<file path="config.mk">
export PLATFORM = sky130hd
export DESIGN_NAME = acq_trigger_sequencer
export DESIGN_NICKNAME = d
export VERILOG_FILES = /design/src/rtl/acq_trigger_sequencer.sv
export SDC_FILE = /design/constraint.sdc
export NUM_CORES = 1
export LEC_CHECK = 0
export CAP_MARGIN = 10
export CORE_MARGIN = 5
export CORE_UTILIZATION = 54
export CTS_CLUSTER_SIZE = 20
export DETAILED_ROUTE_END_ITERATION = 10
export PLACE_DENSITY = 0.82
export SKIP_LAST_GASP = 1
export SYNTH_ARGS = -nofsm -noshare
export SYNTH_HDL_FRONTEND = slang
export SYNTH_SLANG_ARGS = --single-unit
</file>
<file path="constraint.sdc">
create_clock -name CLK_MASTER -period 3.25 [get_ports CLK_MASTER]
set_clock_uncertainty 0.2 [all_clocks]
set_input_delay 0.65 -clock CLK_MASTER [delete_from_list [all_inputs] [get_ports CLK_MASTER]]
set_output_delay 0.65 -clock CLK_MASTER [all_outputs]
set_load 0.02 [all_outputs]
</file>
<file path="src/rtl/acq_trigger_sequencer.sv">
// Acquisition trigger sequencer: arms on START, optionally gates, counts start
// events, acquires until enough stop events, memory full, timeout or abort.
module acq_trigger_sequencer #(
  parameter int NUM_EVT = 4,
  parameter int CNT_W   = 16,
  parameter int TMO_W   = 24
) (
  input  logic               CLK_MASTER,
  input  logic               RESET_N,
  input  logic               START,
  input  logic               ABORT,
  input  logic               CKE_TICK,
  input  logic [NUM_EVT-1:0] EVT_IN,
  input  logic [NUM_EVT-1:0] START_MASK,
  input  logic [NUM_EVT-1:0] STOP_MASK,
  input  logic [CNT_W-1:0]   START_NUM,
  input  logic [CNT_W-1:0]   STOP_NUM,
  input  logic               PRE_GATE_EN,
  input  logic               PRE_GATE_EVT,
  input  logic               POST_GATE_EN,
  input  logic               POST_GATE_EVT,
  input  logic [TMO_W-1:0]   TIMEOUT_VAL,
  input  logic               MEM_FULL,
  output logic               WAITING,
  output logic               ACQUIRING,
  output logic               DONE,
  output logic [1:0]         STOP_REASON,
  output logic [2:0]         STATE
);

  typedef enum logic [2:0] {
    ST_IDLE     = 3'd0,
    ST_PREGATE  = 3'd1,
    ST_WAIT     = 3'd2,
    ST_POSTGATE = 3'd3,
    ST_ACQ      = 3'd4
  } state_t;

  typedef enum logic [1:0] {
    RSN_STOP    = 2'b00,
    RSN_MEMFULL = 2'b01,
    RSN_TIMEOUT = 2'b10,
    RSN_ABORT   = 2'b11
  } reason_t;

  state_t             r_state;
  logic [CNT_W-1:0]   r_scnt;
  logic [CNT_W-1:0]   r_ecnt;
  logic [TMO_W-1:0]   r_tmo;
  logic               r_done;
  reason_t            r_reason;
  logic [NUM_EVT-1:0] r_evt_q;
  logic [NUM_EVT-1:0] r_evt_q2;

  state_t             w_state_nxt;
  logic [CNT_W-1:0]   w_scnt_nxt;
  logic [CNT_W-1:0]   w_ecnt_nxt;
  logic [TMO_W-1:0]   w_tmo_nxt;
  logic               w_done_nxt;
  reason_t            w_reason_nxt;

  logic [NUM_EVT-1:0] w_evt_edge;
  logic               w_start_match;
  logic               w_stop_match;
  logic               w_wait_phase;
  logic               w_active;
  logic               w_timeout;

  assign w_evt_edge    = r_evt_q & ~r_evt_q2;
  // An empty mask means "any cycle qualifies", not "never".
  assign w_start_match = (START_MASK == '0) || (|(w_evt_edge & START_MASK));
  assign w_stop_match  = (STOP_MASK == '0)  || (|(w_evt_edge & STOP_MASK));

  assign w_wait_phase = (r_state == ST_PREGATE) || (r_state == ST_WAIT) ||
                        (r_state == ST_POSTGATE);
  assign w_active     = w_wait_phase || (r_state == ST_ACQ);
  assign w_timeout    = (TIMEOUT_VAL != '0) && (r_tmo >= TIMEOUT_VAL);

  always_comb begin
    // NOTE: every combinational output gets a default first so no path infers a latch.
    w_state_nxt  = r_state;
    w_scnt_nxt   = r_scnt;
    w_ecnt_nxt   = r_ecnt;
    w_tmo_nxt    = r_tmo;
    w_done_nxt   = 1'b0;
    w_reason_nxt = r_reason;

    if (w_wait_phase && CKE_TICK && (r_tmo != '1))
      w_tmo_nxt = r_tmo + TMO_W'(1);

    if (w_active && ABORT) begin
      w_state_nxt  = ST_IDLE;
      w_done_nxt   = 1'b1;
      w_reason_nxt = RSN_ABORT;
    end else if (w_wait_phase && w_timeout) begin
      w_state_nxt  = ST_IDLE;
      w_done_nxt   = 1'b1;
      w_reason_nxt = RSN_TIMEOUT;
    end else begin
      case (r_state)
        ST_IDLE: begin
          if (START && !ABORT) begin
            w_scnt_nxt   = START_NUM;
            w_ecnt_nxt   = STOP_NUM;
            w_tmo_nxt    = '0;
            w_reason_nxt = RSN_STOP;
            w_state_nxt  = PRE_GATE_EN ? ST_PREGATE : ST_WAIT;
          end
        end
        ST_PREGATE: begin
          if (PRE_GATE_EVT) w_state_nxt = ST_WAIT;
        end
        ST_WAIT: begin
          if (w_start_match) begin
            if (r_scnt != '0) w_scnt_nxt  = r_scnt - CNT_W'(1);
            else              w_state_nxt = POST_GATE_EN ? ST_POSTGATE : ST_ACQ;
          end
        end
        ST_POSTGATE: begin
          if (POST_GATE_EVT) w_state_nxt = ST_ACQ;
        end
        ST_ACQ: begin
          if (MEM_FULL) begin
            w_state_nxt  = ST_IDLE;
            w_done_nxt   = 1'b1;
            w_reason_nxt = RSN_MEMFULL;
          end else if (w_stop_match) begin
            if (r_ecnt != '0) begin
              w_ecnt_nxt = r_ecnt - CNT_W'(1);
            end else begin
              w_state_nxt  = ST_IDLE;
              w_done_nxt   = 1'b1;
              w_reason_nxt = RSN_STOP;
            end
          end
        end
        default: w_state_nxt = ST_IDLE;
      endcase
    end
  end

  always_ff @(posedge CLK_MASTER or negedge RESET_N) begin
    if (!RESET_N) begin
      r_state  <= ST_IDLE;
      r_scnt   <= '0;
      r_ecnt   <= '0;
      r_tmo    <= '0;
      r_done   <= 1'b0;
      r_reason <= RSN_STOP;
      r_evt_q  <= '0;
      r_evt_q2 <= '0;
    end else begin
      // NOTE: non-blocking assignments so every register samples pre-edge values.
      r_state  <= w_state_nxt;
      r_scnt   <= w_scnt_nxt;
      r_ecnt   <= w_ecnt_nxt;
      r_tmo    <= w_tmo_nxt;
      r_done   <= w_done_nxt;
      r_reason <= w_reason_nxt;
      r_evt_q  <= EVT_IN;
      r_evt_q2 <= r_evt_q;
    end
  end

  assign STATE       = r_state;
  assign WAITING     = (r_state == ST_PREGATE) || (r_state == ST_WAIT);
  assign ACQUIRING   = (r_state == ST_POSTGATE) || (r_state == ST_ACQ);
  assign DONE        = r_done;
  assign STOP_REASON = r_reason;

endmodule
</file>
==> metrics.txt <==
Hold Crit Class primary input to asynchronous set/reset pin; Synth Area per Inst 8.793 um2; CTS tree yes; Layout area overhead 27.43%; met3 usage 0.04159; Post-synth top cells 70 x dfrtp_1, 67 x nor2_1, 43 x nand2_1; number of CTS-inserted buffers 9; Max clock buf depth 2; critical path startpoint category primary input; mapped cell area 4757 um2; final-stage net count 748; vias per cell 5.948; Post-synth EDFFs 0; initial core utilization 0.5509; fillers 649; post-route ant nets 0; vias in the first global route 4416; die height 103.9 um; fin. max-slew vios 0; Crit Path Class primary input to register; Worst Path Arrival 3.24 ns; Ant. Diodes 0; Clk Latency, worst-skew pair 0.34 ns; Post-CTS Hold Buffers 0; Root Buffer clkbuf_8; VDD IR max 0.3496 mV; worst reg-to-reg path cell count 10; GRT Overall Usage 0.2232; die area 10790 um2; Critical Path Sink Type register; Via Count 4485; global-route wire length before repair 20390 um; Starting DRT DRC Count 248; htree depth 3; drt total wl 12520 um; Ports 86; Final GP Congestion 0.8855; Detailed Place HPWL 9338 um; share of the synthesized area in the top cell type 0.3682; Hold Vio Cnt, Final 0; Die Wd 103.9 um; global route hottest layer met2; final critical-path share of the clock period 0.9877; synth unique cells 73; leading area contributor after synthesis dfrtp_1; ys async rst share 1.000; Net Count, Synth 646; drt drc 0; sequential area share after synthesis 0.3682; initial antenna violation count 0; max-cap violations 0; Slew @ Worst Pin 0.8624 ns; Port Buffers 85; pwr dens 620.3 nW/um2; Post-synth top flop dfrtp_1; Congestion Overflow GR 0; FF-to-FF Start r_scnt[0]; clk slew on worst S/H paths 0.07 ns; placed insts 738; core area 8636 um2; Initial DRT Pass Iterations 5; grt met1 use 0.2917; Tot Pwr 3.760 mW; Worst slew margin 0.4102; reg2reg end r_scnt[15]; Synth area leaders dfrtp_1 37%, ha_1 7.1%, nor2_1 5.3%; outcome finished clean; non-filler instance count after layout 754; share of cells above drive strength 1 0.1161; flops & latches, synth 70; top-count cell post-synth dfrtp_1; synth warn 0; # rows 34; Post-Synthesis Cells 541; Routed WL per cell 16.60 um; Crit Path Max Fanout 8; # setup viols final 0; highest clock rate 311.5 MHz; Sink Count 70; fin crit period 3.210 ns; largest net degree at the start of global routing 47; Worst R2R Setup Slack 0.37 ns; final hold slack 0.1121 ns; WP data required 3.28 ns; P_leak 2.640 nW; met2 Usage GRT 0.3675
## state kept, by name (all words and copies together) (netlist names)
register / cells
r_evt_q2: 4
r_scnt: 16
r_evt_q: 4
r_tmo: 24
r_ecnt: 16
STATE: 3
STOP_REASON: 2
DONE: 1
## report_power, final
part	total (mW)	leakage, nW	switching [mW]	internal [mW]
Combinational	1.70	1.68	0.863	0.839
Clock	0.589	0.0821	0.301	0.287
Sequential	1.47	0.881	0.343	1.13
## area by class of cell
| type | count | area [um2] | area share |
|---|---|---|---|
| inverter | 34 | 130.1 | 0.02147 |
| clock inverter | 2 | 10.01 | 0.001651 |
| clock buffer | 12 | 145.1 | 0.02394 |
| tap | 108 | 135.1 | 0.02229 |
| multi-input combinational | 420 | 2821 | 0.4654 |
| timing repair buffer | 108 | 1069 | 0.1763 |
| sequential | 70 | 1752 | 0.2890 |
## metal layers
layer,up-vias,part of all wire
met5,-,0
met4,0,0.024
met3,30,0.052
met2,151,0.49
met1,2133,0.44
li1,2171,-
## repair_timing
action	in CTS	in global routing
setup buffers	0	1
endpoints found under the hold margin	0	0
gates resized for setup	1	12
setup endpoints to repair	3	13
pin swaps	0	4
gates cloned	0	1
## how the worst max path moves through the flow
stage	from	to	slack [ns]	depth (start not counted)
final	TIMEOUT_VAL[22]	r_scnt[15]	0.04	11
after global routing	TIMEOUT_VAL[22]	r_scnt[2]	-0.003	11
after CTS	TIMEOUT_VAL[21]	r_scnt[15]	0.006	11
after detailed placement	TIMEOUT_VAL[21]	r_scnt[15]	-0.35	11
after global placement	TIMEOUT_VAL[21]	r_scnt[13]	-0.20	11
after floorplan	TIMEOUT_VAL[21]	r_scnt[10]	0.33	10
## worst max-delay path, cell delays in order
cell,delay (ns)
clkdlybuf4s50_1,0.50
inv_1,0.08
ha_4,0.26
nand4_1,0.15
nor3_2,0.15
or4b_4,0.50
o21ai_4,0.18
nor2_4,0.06
o21ai_4,0.20
buf_12,0.17
mux2_2,0.33
## cell usage in the layout (no fill, tap or decap), types with 11 or more instances in the layout
| cell | Yosys | layout |
|---|---|---|
| buf_4 | 1 | 20 |
| a21oi_1 | 40 | 40 |
| ha_1 | 27 | 24 |
| nor2_1 | 67 | 66 |
| o21ai_0 | 37 | 36 |
| inv_1 | 33 | 33 |
| xnor2_1 | 13 | 13 |
| nand2_1 | 43 | 43 |
| clkdlybuf4s50_1 | 0 | 81 |
| nor4_1 | 18 | 18 |
| nand3_1 | 11 | 11 |
| dfrtp_1 | 70 | 70 |
| nor3_1 | 15 | 13 |
| xor2_1 | 17 | 17 |
## logic make-up after synthesis
family / share of synthesized area
adders and majority gates: 0.07101
xor gates and xnor gates: 0.05523
muxes: 0.04366
DFF: 0.3682
AOI/OAI and AO/OA: 0.1675
buffers and inverters: 0.05339
and+or+nand+nor: 0.2409
## through the flow
| step | setup TNS [ns] | setup WS (ns) | util | instance area, um2 |
|---|---|---|---|---|
| after CTS | 0 | 0.006250 | 0.6904 | 5962 |
| after detailed placement | -5.347 | -0.3549 | 0.6718 | 5802 |
| after global placement | -2.463 | -0.1990 | 0.6718 | 5802 |
| final | 0 | 0.03994 | 0.7020 | 6062 |
| after floorplan | 0 | 0.3292 | - | 4757 |
| after global routing | -0.002539 | -0.002539 | 0.7020 | 6062 |
No activity file was read; power rests on OpenSTA's default activity.
